===== src/rtl/multicycle_ctrl.sv =====
// multicycle_ctrl
//   Control unit for a multicycle RISC-V style datapath. A small FSM walks
//   each instruction through FETCH -> DECODE -> EXEC -> (MEM) -> (WB), latching
//   the instruction class in DECODE so later states ignore the live opcode.
//
// Ports
//   clk, rst               : clock (rising edge) and async active-high reset
//   opcode[6:0]            : instruction[6:0] from the instruction register
//   imem_ready, dmem_ready : fetch / data access complete this cycle
//   stall                  : freeze the FSM and suppress all write strobes
//   imem_req, dmem_req     : memory request strobes
//   IRWrite .. ALUSrc      : datapath enables and selects
//   ALUOp[1:0]             : 00 add, 10 R-type funct, 11 I-type funct
//   pc_sel_jump            : next PC is the JALR target instead of PC+4
//   state[2:0]             : current FSM state encoding
//   instr_done             : one-cycle pulse when an instruction retires
//   halted                 : FSM is parked in HALT after an illegal opcode
//   instret[INSTRET_W-1:0] : retired-instruction counter, wraps

module multicycle_ctrl #(
  parameter int INSTRET_W = 32
) (
  input  logic                 clk,
  input  logic                 rst,
  input  logic [6:0]           opcode,
  input  logic                 imem_ready,
  input  logic                 dmem_ready,
  input  logic                 stall,
  output logic                 imem_req,
  output logic                 dmem_req,
  output logic                 IRWrite,
  output logic                 PCWrite,
  output logic                 RegWrite,
  output logic                 MemRead,
  output logic                 MemWrite,
  output logic                 MemtoReg,
  output logic                 ALUSrc,
  output logic [1:0]           ALUOp,
  output logic                 pc_sel_jump,
  output logic [2:0]           state,
  output logic                 instr_done,
  output logic                 halted,
  output logic [INSTRET_W-1:0] instret
);

  typedef enum logic [2:0] {
    S_FETCH  = 3'd0,
    S_DECODE = 3'd1,
    S_EXEC   = 3'd2,
    S_MEM    = 3'd3,
    S_WB     = 3'd4,
    S_HALT   = 3'd7
  } state_e;

  typedef enum logic [2:0] {
    C_R       = 3'd0,
    C_IALU    = 3'd1,
    C_LOAD    = 3'd2,
    C_STORE   = 3'd3,
    C_JALR    = 3'd4,
    C_ILLEGAL = 3'd5
  } class_e;

  state_e                 state_q, state_d;
  class_e                 cls_q, cls_d;
  class_e                 opcode_cls;
  logic [INSTRET_W-1:0]   instret_q, instret_d;

  // Classify the live opcode; only consulted while in DECODE.
  always_comb begin
    opcode_cls = C_ILLEGAL;
    case (opcode)
      7'b0110011: opcode_cls = C_R;
      7'b0010011: opcode_cls = C_IALU;
      7'b0000011: opcode_cls = C_LOAD;
      7'b0100011: opcode_cls = C_STORE;
      7'b1100111: opcode_cls = C_JALR;
      default:    opcode_cls = C_ILLEGAL;
    endcase
  end

  // State register, latched class and retire counter.
  always_ff @(posedge clk or posedge rst) begin
    if (rst) begin
      state_q   <= S_FETCH;
      cls_q     <= C_ILLEGAL;
      instret_q <= '0;
    end else begin
      state_q   <= state_d;
      cls_q     <= cls_d;
      instret_q <= instret_d;
    end
  end

  // Next-state logic. stall holds every legal state; stray encodings
  // always fall into HALT regardless of stall.
  always_comb begin
    state_d = state_q;
    cls_d   = cls_q;
    case (state_q)
      S_FETCH: begin
        if (!stall && imem_ready) state_d = S_DECODE;
      end
      S_DECODE: begin
        if (!stall) begin
          cls_d   = opcode_cls;
          state_d = (opcode_cls == C_ILLEGAL) ? S_HALT : S_EXEC;
        end
      end
      S_EXEC: begin
        if (!stall) begin
          if (cls_q == C_LOAD || cls_q == C_STORE) state_d = S_MEM;
          else if (cls_q == C_ILLEGAL)             state_d = S_HALT;
          else                                     state_d = S_WB;
        end
      end
      S_MEM: begin
        if (!stall && dmem_ready) state_d = (cls_q == C_LOAD) ? S_WB : S_FETCH;
      end
      S_WB: begin
        if (!stall) state_d = S_FETCH;
      end
      S_HALT:  state_d = S_HALT;
      default: state_d = S_HALT;
    endcase
  end

  // Output decode from the current state and latched class. Write strobes
  // are masked by stall afterwards; request and select lines are not, so the
  // datapath keeps steering the same operands while frozen. While rst is
  // high every output is held low, independent of the clock.
  always_comb begin
    imem_req    = 1'b0;
    dmem_req    = 1'b0;
    IRWrite     = 1'b0;
    PCWrite     = 1'b0;
    RegWrite    = 1'b0;
    MemRead     = 1'b0;
    MemWrite    = 1'b0;
    MemtoReg    = 1'b0;
    ALUSrc      = 1'b0;
    ALUOp       = 2'b00;
    pc_sel_jump = 1'b0;
    instr_done  = 1'b0;
    if (!rst) begin
      case (state_q)
        S_FETCH: begin
          imem_req = 1'b1;
          IRWrite  = imem_ready;
        end
        S_EXEC: begin
          case (cls_q)
            C_R:    ALUOp = 2'b10;
            C_IALU: begin ALUOp = 2'b11; ALUSrc = 1'b1; end
            C_LOAD, C_STORE, C_JALR: ALUSrc = 1'b1;
            default: ;
          endcase
        end
        S_MEM: begin
          dmem_req = 1'b1;
          ALUSrc   = 1'b1;
          MemRead  = (cls_q == C_LOAD);
          MemWrite = (cls_q == C_STORE);
          // A store retires straight out of MEM; it has no WB state.
          if (dmem_ready && cls_q == C_STORE) begin
            PCWrite    = 1'b1;
            instr_done = 1'b1;
          end
        end
        S_WB: begin
          RegWrite    = 1'b1;
          PCWrite     = 1'b1;
          instr_done  = 1'b1;
          MemtoReg    = (cls_q == C_LOAD);
          // JALR writes PC+4 to rd while the ALU still forms the target.
          pc_sel_jump = (cls_q == C_JALR);
          ALUSrc      = (cls_q == C_JALR);
        end
        default: ;
      endcase
      if (stall) begin
        IRWrite    = 1'b0;
        PCWrite    = 1'b0;
        RegWrite   = 1'b0;
        MemWrite   = 1'b0;
        instr_done = 1'b0;
      end
    end
  end

  // Retire counter follows the already stall-masked instr_done.
  always_comb begin
    instret_d = instret_q;
    if (instr_done) instret_d = instret_q + INSTRET_W'(1);
  end

  assign state   = state_q;
  assign halted  = (state_q == S_HALT);
  assign instret = instret_q;

endmodule


===== config.mk =====
export PLATFORM = sky130hd
export DESIGN_NAME = multicycle_ctrl
export DESIGN_NICKNAME = d
export VERILOG_FILES = /design/src/rtl/multicycle_ctrl.sv
export SDC_FILE = /design/constraint.sdc
export NUM_CORES = 1
export LEC_CHECK = 0
export BUFFER_PORTS_ARGS = -buffer_cell sky130_fd_sc_hd__buf_4
export CORE_MARGIN = 1
export CORE_UTILIZATION = 30
export DETAILED_ROUTE_END_ITERATION = 6
export MAX_ROUTING_LAYER = met4
export PLACE_DENSITY = 0.64
export SYNTH_ARGS = -nofsm -noshare
export SYNTH_HDL_FRONTEND = slang
export SYNTH_SLANG_ARGS = --single-unit

===== constraint.sdc =====
create_clock -name clk -period 2 [get_ports clk]
set_clock_uncertainty 0.05 [all_clocks]
set_input_delay 0.4 -clock clk [delete_from_list [all_inputs] [get_ports clk]]
set_output_delay 0.4 -clock clk [all_outputs]
set_load 0.1 [all_outputs]

; ---- Word level (Yosys, flattened, before mapping)
; Index checks and enable logic that the tools add are counted.
[word_totals]
elab_cells = 76
register_bits = 38
inputBits = 12
out_inout_bits = 49
[classes]
bitwise = 1
n_mux = 40
reduce_logical = 10
addsub = 1
eq_ne = 21
[op_table]
columns = operator, count
row1 = "32-bit by 1-bit adder with 32-bit output, second input constant", 1
row2 = 3-bit case mux with 5 select lines, 2
row3 = 1-bit two-way mux, 24
row4 = 3-bit two-way mux, 8
row5 = "3-bit == test, second input constant", 5
row6 = "7-bit by 6-bit == test with 1-bit output, second input constant", 2
row7 = "3-bit by 2-bit == test with 1-bit output, second input constant", 4
row8 = "2-bit inequality test, second input constant", 5
row9 = "7-bit by 2-bit == test with 1-bit output, second input constant", 1
row10 = "7-bit by 5-bit == test with 1-bit output, second input constant", 1
row11 = "7-bit == test, second input constant", 1
row12 = "3-bit by 1-bit == test with 1-bit output, second input constant", 2
row13 = 3-bit logical NOT, 2
row14 = 2-bit two-way mux, 3
row15 = 5-bit AND reduction, 1
row16 = 2-bit case mux with 2 select lines, 1
row17 = 4-bit OR reduction, 1
row18 = 1-bit logical AND, 3
row19 = 1-bit case mux with 3 select lines, 1
row20 = 1-bit case mux with 2 select lines, 1
row21 = 2-bit AND reduction, 1
row22 = 1-bit logical NOT, 1
row23 = 1-bit logical OR, 1
row24 = 1-bit inverter, 1

; ---- Logic depth before layout (Yosys ltp)
; Gate-level depths: netlist (run 1).
[depth]
depth_word = 6
depth_mapped = 6
ltp_nobuf = 6

; ---- Worst setup path after synthesis (run 1)
; No wires, ideal clock.
[synth_path]
kind = flip-flop to output port
from = register state_q[1], in the netlist state[1]
to = output port ALUOp[0]
n_path_buf = 0
arrival_time_ps = 5303
path_stages_with_launch = 5
required_ps = 1550
setup_slack_ps = -3753
path_cell_list = dfrtp_1 -> nor2b_1 -> nand2_1 -> nor4_1 -> and2_1
[synth_between]
elab_chain_cells = 3
[synth_lines]
columns = element, line
row1 = "start, declared", 64  ; state_e state_q, state_d;
row2 = "start signal, assigned", 89  ; state_q <= state_d;
row3 = 3-bit by 2-bit == test with 1-bit output, 146  ; case (state_q)
row4 = 2-bit two-way mux, 146
row5 = 2-bit two-way mux, 145  ; if (!rst) begin
row6 = "end, declared", 38  ; output logic [1:0] ALUOp,
; No other way between the ends.

; ---- Worst setup path in the final report (run 1)
[layout_path]
from = register state_q[2], in the netlist state[2]
to = output port MemRead
[layout_between]
elab_chain_cells = 3
[layout_lines]
columns = element, line
row1 = 3-bit by 2-bit == test with 1-bit output, 146
row2 = 1-bit two-way mux, 146
row3 = 1-bit two-way mux, 145
row4 = "end, declared", 34  ; output logic MemRead,
; No other way between the ends.

==> impl_metrics.tcl, run 1 <==
set metrics [dict create \
    synth_edf_count 0 \
    max_cap_violations 0 \
    muxShareOfSynthArea 0 \
    worstMarginPinSlew_ps 524.4 \
    powerDensity_mw_per_mm2 966.8 \
    synth_compound_area_frac 0.06993 \
    gp_congestion 0.8884 \
    postRouteAntennaNets 0 \
    cts_made_buffers 5 \
    setup_violations 22 \
    crit_buf_inv 2 \
    worstSetupStartpointType "register" \
    cts_tree "done" \
    min_path_type "input pin to register" \
    portBuffers 60 \
    endpoint_kind "output port" \
    drt_wl_total_um 5139 \
    antenna_found_initial 0 \
    synth.distinct_cells 41 \
    area_growth_pct 62.75 \
    worstPathArrival_ps 1710 \
    cp_top_family "simple AND/OR/NAND/NOR gates" \
    dp.cells 357 \
    relSlewSlack 0.6494 \
    synthTopCellsByCount "dfrtp_1 (36), nor2_1 (20), xnor2_1 (19), nand2_1 (17), nand3_1 (15)" \
    finalMaxSlewViolations 0 \
    drc 8 \
    critical-path-slowest-cell "dfrtp_4" \
    synth_nets 217 \
    die_h_um 84.10 \
    die_area_mm2 0.007072 \
    slowest_delay_ps 510 \
    drive_above_1_share 0.5304 \
    num_rows 29 \
    grt_usage 0.1598 \
    synth_fa_ha_area_frac 0.006188 \
    final_cells 373 \
    synth_area_per_cell_um2 9.911 \
    yosysSeqAreaShare 0.4715 \
    crit_path_max_fanout 5 \
    yosysWarnings 0 \
    first_pass_iters 6 \
    root_buffer "clkbuf_8" \
    synthTopCellsByArea "dfrtp_1 (45%), xnor2_1 (8.2%), xor2_1 (5.6%), nand3_1 (3.7%), nor2_1 (3.7%)" \
    yosys.area_share.simple 0.2877 \
    clk_pin_slew_ps 80 \
    die-width_um 84.10 \
    htree_num_levels 2 \
    via_per_inst 4.944 \
    synth_cells 204 \
    nets 308 \
    setup_ws_ps -160.0 \
    power_uw 3181 \
    fillers 573 \
    grt_max_degree 39 \
    required_ps 1550 \
    rsz0062_at_grt "true" \
    fin_crit_sh 1.080 \
    grt_pass1_vias 1778 \
    synth_top_cell_area_share 0.4455 \
    async_reset_ff_frac 1.000 \
    diodes 0 \
    crit_chain "and4bb_4, buf_6, nor3b_4, buf_12" \
    vias 1844 \
    clockBufferDepth 2 \
    cellLeakagePower_uw 0.001567 \
    initial_core_util 0.3148 \
    grt_pass1_wl_um 8735 \
    period_needed_ps 2160 \
    outcome "complete, but fails checks" \
    cts_sinks 38 \
    yosysTopAreaCell "dfrtp_1" \
    fmax_mhz 463.0 \
    post_synth_xor_area_fraction 0.1386 \
    ios 61 \
    utilization 0.5124 \
    core_area_mm2 0.006422 \
    gr-total-overflow 0 \
    fin_area_mm2 0.003291 \
    place_area_mm2 0.002877 \
    peakVddDrop_mv 0.4612 \
    first_iter_violations 59 \
    ys_seq_elements 38 \
    insertion_delay_ps 290 \
    synth_flop_cell "dfrtp_1" \
    setup_tns_ps -1610 \
    path_class "register to output port" \
    hpwl_um 3710 \
    wl_per_cell_um 13.78 \
    hold_viol_final 0 \
    synth_top_family_by_area "simple AND/OR/NAND/NOR gates" \
    violations "DRC, setup timing" \
    synth_most_common_cell "dfrtp_1" \
    syn_area_mm2 0.002022 \
]
[repair_timing]
action                                  4_1_cts  5_1_grt
hold buffers                                  0        0
endpoints found under the setup margin       15       34
endpoints found under the hold margin         0        0
gates resized for setup                      34       13
pin swaps                                     6        8
setup buffers                                 5        5
[layout by cell type (no fill, tap or decap), types with 9 or more instances in the layout]
| cell type | count |
|---|---|
| xnor2_1 | 19 |
| dfrtp_1 | 21 |
| xor2_1 | 13 |
| buf_4 | 69 |
| buf_6 | 9 |
| buf_12 | 10 |
| dfrtp_2 | 12 |
| nand3_1 | 12 |
| nand2_1 | 15 |
| nor2_1 | 14 |
[sequential cells by signal, summed over array words and instances (netlist names)]
| name | cells |
|---|---|
| state | 3 |
| instret | 32 |
| cls_q | 3 |
[final timing paths]
path / startpoint / to / depth (start not counted) / slack (ps)
worst max-delay path: state[2] / MemRead / 4 / -160
worst min-delay path: opcode[4] / cls_q[1] / 2 / 250
worst max register to register: state[2] / instret[27] / 6 / -100
worst min register to register: instret[31] / instret[31] / 1 / 420
max in group asynchronous: rst / state[1] / 4 / 1150
min in group asynchronous: rst / state[2] / 4 / 370
[area by class of cell]
type                    count  area, µm²  share of cell area
clock inverters             2      60.06             0.01825
clock buffers               6      82.58             0.02510
flip-flops and latches     38      979.7              0.2977
inverters                   7      33.78             0.01027
multi-input cells         155       1219              0.3703
repair buffers             88      819.5              0.2490
well taps                  77      96.34             0.02928
[cells by family (layout without fill, tap and decap cells)]
logic type	after synthesis	in the layout
flops	38	38
simple gates	101	101
fa+ha+maj	1	1
buf+inv	11	103
compound gates	21	21
xor+xnor	32	32
[per-stage QoR]
step	setup slack [ps]	hold slack [ps]
final	-160.0	249.3
after global placement	20.60	411.4
after detailed placement	-9.490	409.9
after floorplan	-1009	319.2
after CTS	-173.6	246.3
after global routing	-226.8	253.0
[report_power, final]
group	total (µW)	internal (µW)	switching [µW]	leakage [µW]
Combinational	1420	497	925	0.00101
Sequential	953	866	87.6	0.000490
Clock	806	532	274	0.0000714
Total	3180	1890	1290	0.00157
[routing by layer]
layer  share of wire  wire, µm  GRT usage
met1            0.45      2308     0.2132
met2            0.49      2533     0.2459
met3           0.048       246    0.03561
met5               0         0          -
met4          0.0097        50    0.04232
[worst register-to-register path: cells and delay by family (launching register included)]
family          cells  cell delay [ps]
buf+inv             1              170
xor+xnor            1              150
compound gates      1              120
flops               1              510
simple gates        3             1020
Power figures use the tool's default switching activity.
==> inputs of run 2 (changes only) <==
--- a/config.mk
+++ b/config.mk
@@ -6,11 +6,12 @@
 export NUM_CORES = 1
 export LEC_CHECK = 0
 export BUFFER_PORTS_ARGS = -buffer_cell sky130_fd_sc_hd__buf_4
-export CORE_MARGIN = 1
+export CORE_MARGIN = 2
 export CORE_UTILIZATION = 30
 export DETAILED_ROUTE_END_ITERATION = 6
 export MAX_ROUTING_LAYER = met4
 export PLACE_DENSITY = 0.64
+export REMOVE_ABC_BUFFERS = 1
 export SYNTH_ARGS = -nofsm -noshare
 export SYNTH_HDL_FRONTEND = slang
 export SYNTH_SLANG_ARGS = --single-unit
==> run 2 against run 1 <==
The run ends with setup timing left; combinational power grew 6%; sequential share of layout area is essentially flat; worst hold slack gained 13 ps; core utilization shrank 1.4 points; critical endpoint is now instr_done; highest routed layer unchanged.
==> impl_metrics.tcl, run 2 (synthesis gave the netlist of run 1 again) <==
set metrics [dict create \
    violations "setup timing" \
    cts_tree "done" \
    vias 1863 \
    seq_area_um2 954.7 \
    initial_core_util 0.3148 \
    drt_wl_total_um 5191 \
    gp_congestion 0.8924 \
    die-width_um 86.10 \
    die_area_mm2 0.007412 \
    r2r_slack_ps -10 \
    fmax_mhz 487.8 \
    num_rows 29 \
    clockBufferDepth 2 \
    internal_power_uw 1620 \
    via_per_inst 4.864 \
    period_needed_ps 2050 \
    antenna_found_initial 0 \
    outcome "complete, but fails checks" \
    nets 319 \
    grt_usage 0.1525 \
    worstPathArrival_ps 1600 \
    use_met3 0.02887 \
    powerDensity_mw_per_mm2 908.8 \
    met2_usage 0.2389 \
    cts_made_buffers 5 \
    fin_crit_sh 1.025 \
    hold_buffers 0 \
    timing.hold.ws_ps 262.2 \
    drive_above_1_share 0.4575 \
    clk_pin_slew_ps 70 \
    grt_pass1_vias 1817 \
    path_class "register to output port" \
    setup_tns_ps -193.5 \
    grtUsageMet1 0.2036 \
    wl_per_cell_um 13.55 \
    root_buffer "clkbuf_8" \
    p_sw_uw 1289 \
    finalMaxSlewViolations 0 \
    relSlewSlack 0.6727 \
    largest_reg_flops 32 \
    htree_num_levels 2 \
    first_pass_iters 4 \
    hpwl_um 3744 \
    grt_pass1_wl_um 8721 \
    portBuffers 60 \
    worstSetupStartpointType "register" \
    hold_viol_final 0 \
    crit_path_max_fanout 4 \
    p_seq_frac 0.316 \
    postRouteAntennaNets 0 \
    drc 0 \
    diodes 0 \
    insertion_delay_ps 280 \
    min_path_type "input pin to register" \
    busiest_layer "met2" \
    grt_max_degree 39 \
    setup_ws_ps -49.98 \
    gr-total-overflow 0 \
    final_common_cell "buf_4" \
    first_iter_violations 89 \
    required_ps 1550 \
    core_area_mm2 0.006422 \
    cellLeakagePower_uw 0.001515 \
    swShare 0.4431 \
    worstMarginPinSlew_ps 490.9 \
    area_growth_pct 58.35 \
    final_cell_mix "buf_4 (81), dfrtp_1 (35), xnor2_1 (19)" \
    cts_sinks 38 \
    ios 61 \
    rsz0062_at_grt "true" \
    p_clk_frac 0.167 \
    multi_input_area_mm2 0.001147 \
    max_cap_violations 0 \
    peakVddDrop_mv 0.4115 \
    setup_violations 5 \
    die_h_um 86.10 \
    endpoint_kind "output port" \
    comb_power_share 0.517 \
    fillers 612 \
]
==> run 2: area by class of cell <==
| cell class | instances | share of cell area |
|---|---|---|
| multi-input cells | 155 | 0.3583 |
| inverters | 7 | 0.008988 |
| clock buffers | 7 | 0.02384 |
| flip-flops and latches | 38 | 0.2982 |
| well taps | 77 | 0.03009 |
| repair buffers | 99 | 0.2806 |
==> run 2: metal layers <==
layer  up-vias  share of wire
li1        915              -
met3         6          0.046
met5         -              0
met4         0         0.0089
met1       902           0.45
met2        40           0.50
==> run 2: power groups by stage <==
| stage | clock [µW] | sequential (µW) | combinational [µW] |
|---|---|---|---|
| CTS | 507 | 914 | 1420 |
| finish | 485 | 919 | 1510 |
| floorplan | 0 | 1260 | 503 |
| global route | 539 | 926 | 1590 |
| detailed placement | 0 | 928 | 1220 |
| global placement | 0 | 925 | 1200 |
==> run 2: timing repair <==
item                       4_1_cts  5_1_grt
setup buffers                    6        4
pin swaps                        9       11
gates resized for setup         56       15
setup endpoints to repair       16       19
==> run 2: final timing paths <==
| kind | start | end | cells past startpoint |
|---|---|---|---|
| max | state[0] | instr_done | 5 |
| min | opcode[4] | cls_q[1] | 2 |
| max reg2reg | cls_q[0] | instret[31] | 6 |
| min reg2reg | instret[31] | instret[31] | 1 |
| max in group asynchronous | rst | cls_q[2] | 5 |
| min in group asynchronous | rst | cls_q[1] | 5 |
==> run 2: through the flow <==
step,std cells,area [µm²],util,worst slack [ps],power (µW)
floorplan,200,1996,-,-3755,1762
global placement,366,2760,0.4298,-111.4,2130
detailed placement,366,2760,0.4298,-108.6,2144
CTS,379,3109,0.4841,-115.1,2844
global route,383,3202,0.4985,-134.5,3059
finish,383,3202,0.4985,-49.98,2910
==> run 2: worst max-delay path, stage by stage, from the launching register on <==
cell and delay [ps]:
dfrtp_1 390, buf_4 140, and4bb_4 210, a32oi_4 300
inv_4 90, buf_12 180
==> inputs of run 3 (changes only) <==
--- a/config.mk
+++ b/config.mk
@@ -12,6 +12,8 @@
 export MAX_ROUTING_LAYER = met4
 export PLACE_DENSITY = 0.64
 export REMOVE_ABC_BUFFERS = 1
+export SETUP_SLACK_MARGIN = 0.5
+export SKIP_LAST_GASP = 1
 export SYNTH_ARGS = -nofsm -noshare
 export SYNTH_HDL_FRONTEND = slang
 export SYNTH_SLANG_ARGS = --single-unit
==> run 3 against run 2 <==
The run still ends with setup timing left; worst hold slack hardly changed; global-route usage is 1.6 points higher; clock power grew 3%; worst setup slack got worse by 25 ps; final area rose by 20%; non-clock buffer count up 17; via count increased by 6.7%; fmax fell by 1.2%; sequential share of layout area decreased by 4.8 points; sequential cell count is the same; sequential power increased by 1%; core utilization grew 9.8 points.
==> impl_metrics.tcl, run 3 (synthesis gave the netlist of run 1 again) <==
set metrics [dict create \
    hpwl_um 3744 \
    outcome "complete, but fails checks" \
    first_iter_violations 127 \
    die-width_um 86.10 \
    slowest_delay_ps 550 \
    core_area_mm2 0.006422 \
    grt_pass1_wl_um 9673 \
    vias 1987 \
    grt_usage 0.1685 \
    initial_core_util 0.3148 \
    endpoint_kind "output port" \
    insertion_delay_ps 290 \
    htree_num_levels 2 \
    powerDensity_mw_per_mm2 886.3 \
    cp_top_family "flip-flops" \
    largest_reg_flops 32 \
    grt_pass1_vias 2007 \
    area_growth_pct 89.36 \
    relSlewSlack 0.6686 \
    fin_crit_sh 1.037 \
    antenna_found_initial 0 \
    portBuffers 60 \
    period_needed_ps 2075 \
    hold_buffers 0 \
    rsz0062_at_grt "true" \
    num_rows 29 \
    max_cap_violations 0 \
    cts_made_buffers 5 \
    drc 0 \
    setup_ws_ps -74.89 \
    cellLeakagePower_uw 0.001809 \
    worstSetupStartpointType "register" \
    drt_wl_total_um 6190 \
    critical-path-slowest-cell "dfstp_2" \
    violations "setup timing" \
    setup_violations 14 \
    pre_cts_ws_ps -108.6 \
    root_buffer "clkbuf_8" \
    crit_buf_inv 2 \
    worstMarginPinSlew_ps 497.0 \
    die_area_mm2 0.007412 \
    crit_chain "buf_6, nor2_2, nor2_1, o21ai_0, o21ai_1, and2_4, buf_12" \
    crit_path_max_fanout 4 \
    worstPathArrival_ps 1620 \
    wl_per_cell_um 15.48 \
    cts_sinks 38 \
    grt_max_degree 39 \
    place_area_mm2 0.002760 \
    gp_congestion 0.8924 \
    clockBufferDepth 2 \
    nets 336 \
    first_pass_iters 4 \
    postRouteAntennaNets 0 \
    hold_viol_final 0 \
    final_common_cell "buf_4" \
    gr-total-overflow 0 \
    via_per_inst 4.968 \
    die_h_um 86.10 \
    diodes 0 \
    fmax_mhz 482.0 \
    finalMaxSlewViolations 0 \
    peakVddDrop_mv 0.5366 \
    path_class "register to output port" \
    min_path_type "input pin to register" \
    ios 61 \
    utilization 0.5961 \
    fin_area_mm2 0.003829 \
    cts_tree "done" \
    required_ps 1550 \
    clk_pin_slew_ps 70 \
    drive_above_1_share 0.6130 \
    final_cell_mix "buf_4 (55), buf_6 (42), dfrtp_1 (32)" \
]
## run 3: cell count changes in the layout (fill, tap and decap cells not counted), sizes merged
| cell | change |
|---|---|
| buf | +17 |
## run 3: area by class of cell
cell class                 instances  area [µm²]
tap                               77       96.34
fill                             515        2594
sequential                        38       958.4
timing repair buffer             116        1256
clock buffer                       7       76.32
inverter                           7       28.78
multi-input combinational        155        1413
## run 3: power breakdown
group	switching (µW)	internal, µW	total [µW]
Clock	260	240	500
Combinational	1120	846	1960
Sequential	81.0	850	931
Total	1460	1940	3390
## run 3: path summary, 6_finish.rpt
check                      slack [ps]     endpoint  cells past startpoint         from
hold / removal                    260     cls_q[1]                      2    opcode[4]
setup / recovery                  -70       ALUSrc                      7     cls_q[0]
min in group asynchronous         530     cls_q[1]                      5          rst
max in group asynchronous        1000  instret[13]                      5          rst
hold reg to reg                   430  instret[31]                      1  instret[31]
setup reg to reg                  -50  instret[29]                      6     cls_q[0]
## run 3: metrics by stage
step	hold WS (ps)	total power, µW	setup TNS [ps]	cells
floorplan	439.1	1762	-52270	200
global placement	417.6	2130	-424.8	366
detailed placement	424.3	2144	-599.4	366
CTS	247.6	3070	-442.3	390
global route	263.3	3532	-1768	400
finish	262.3	3393	-551.2	400
## run 3: what timing repair did
item,in CTS,in global routing
gates cloned,0,0
buffers inserted,17,10
resized for setup,121,69
pin swaps,36,34
endpoints found under the hold margin,0,0
setup endpoints to repair,61,67
## run 3: worst register-to-register path, stage by stage, from the launching register on
cell,delay (ps)
dfstp_2,550
and4bb_2,290
a32oi_4,140
buf_6,150
or3_4,430
nor3b_2,210
xor2_1,160
## run 3: routing by layer
metal  track usage  vias up  share of wire
met5             -        -              0
met4       0.03896        0         0.0039
met3       0.02887        4          0.039
met2        0.2826       48           0.53
met1        0.2127      980           0.43
li1              -      955              -
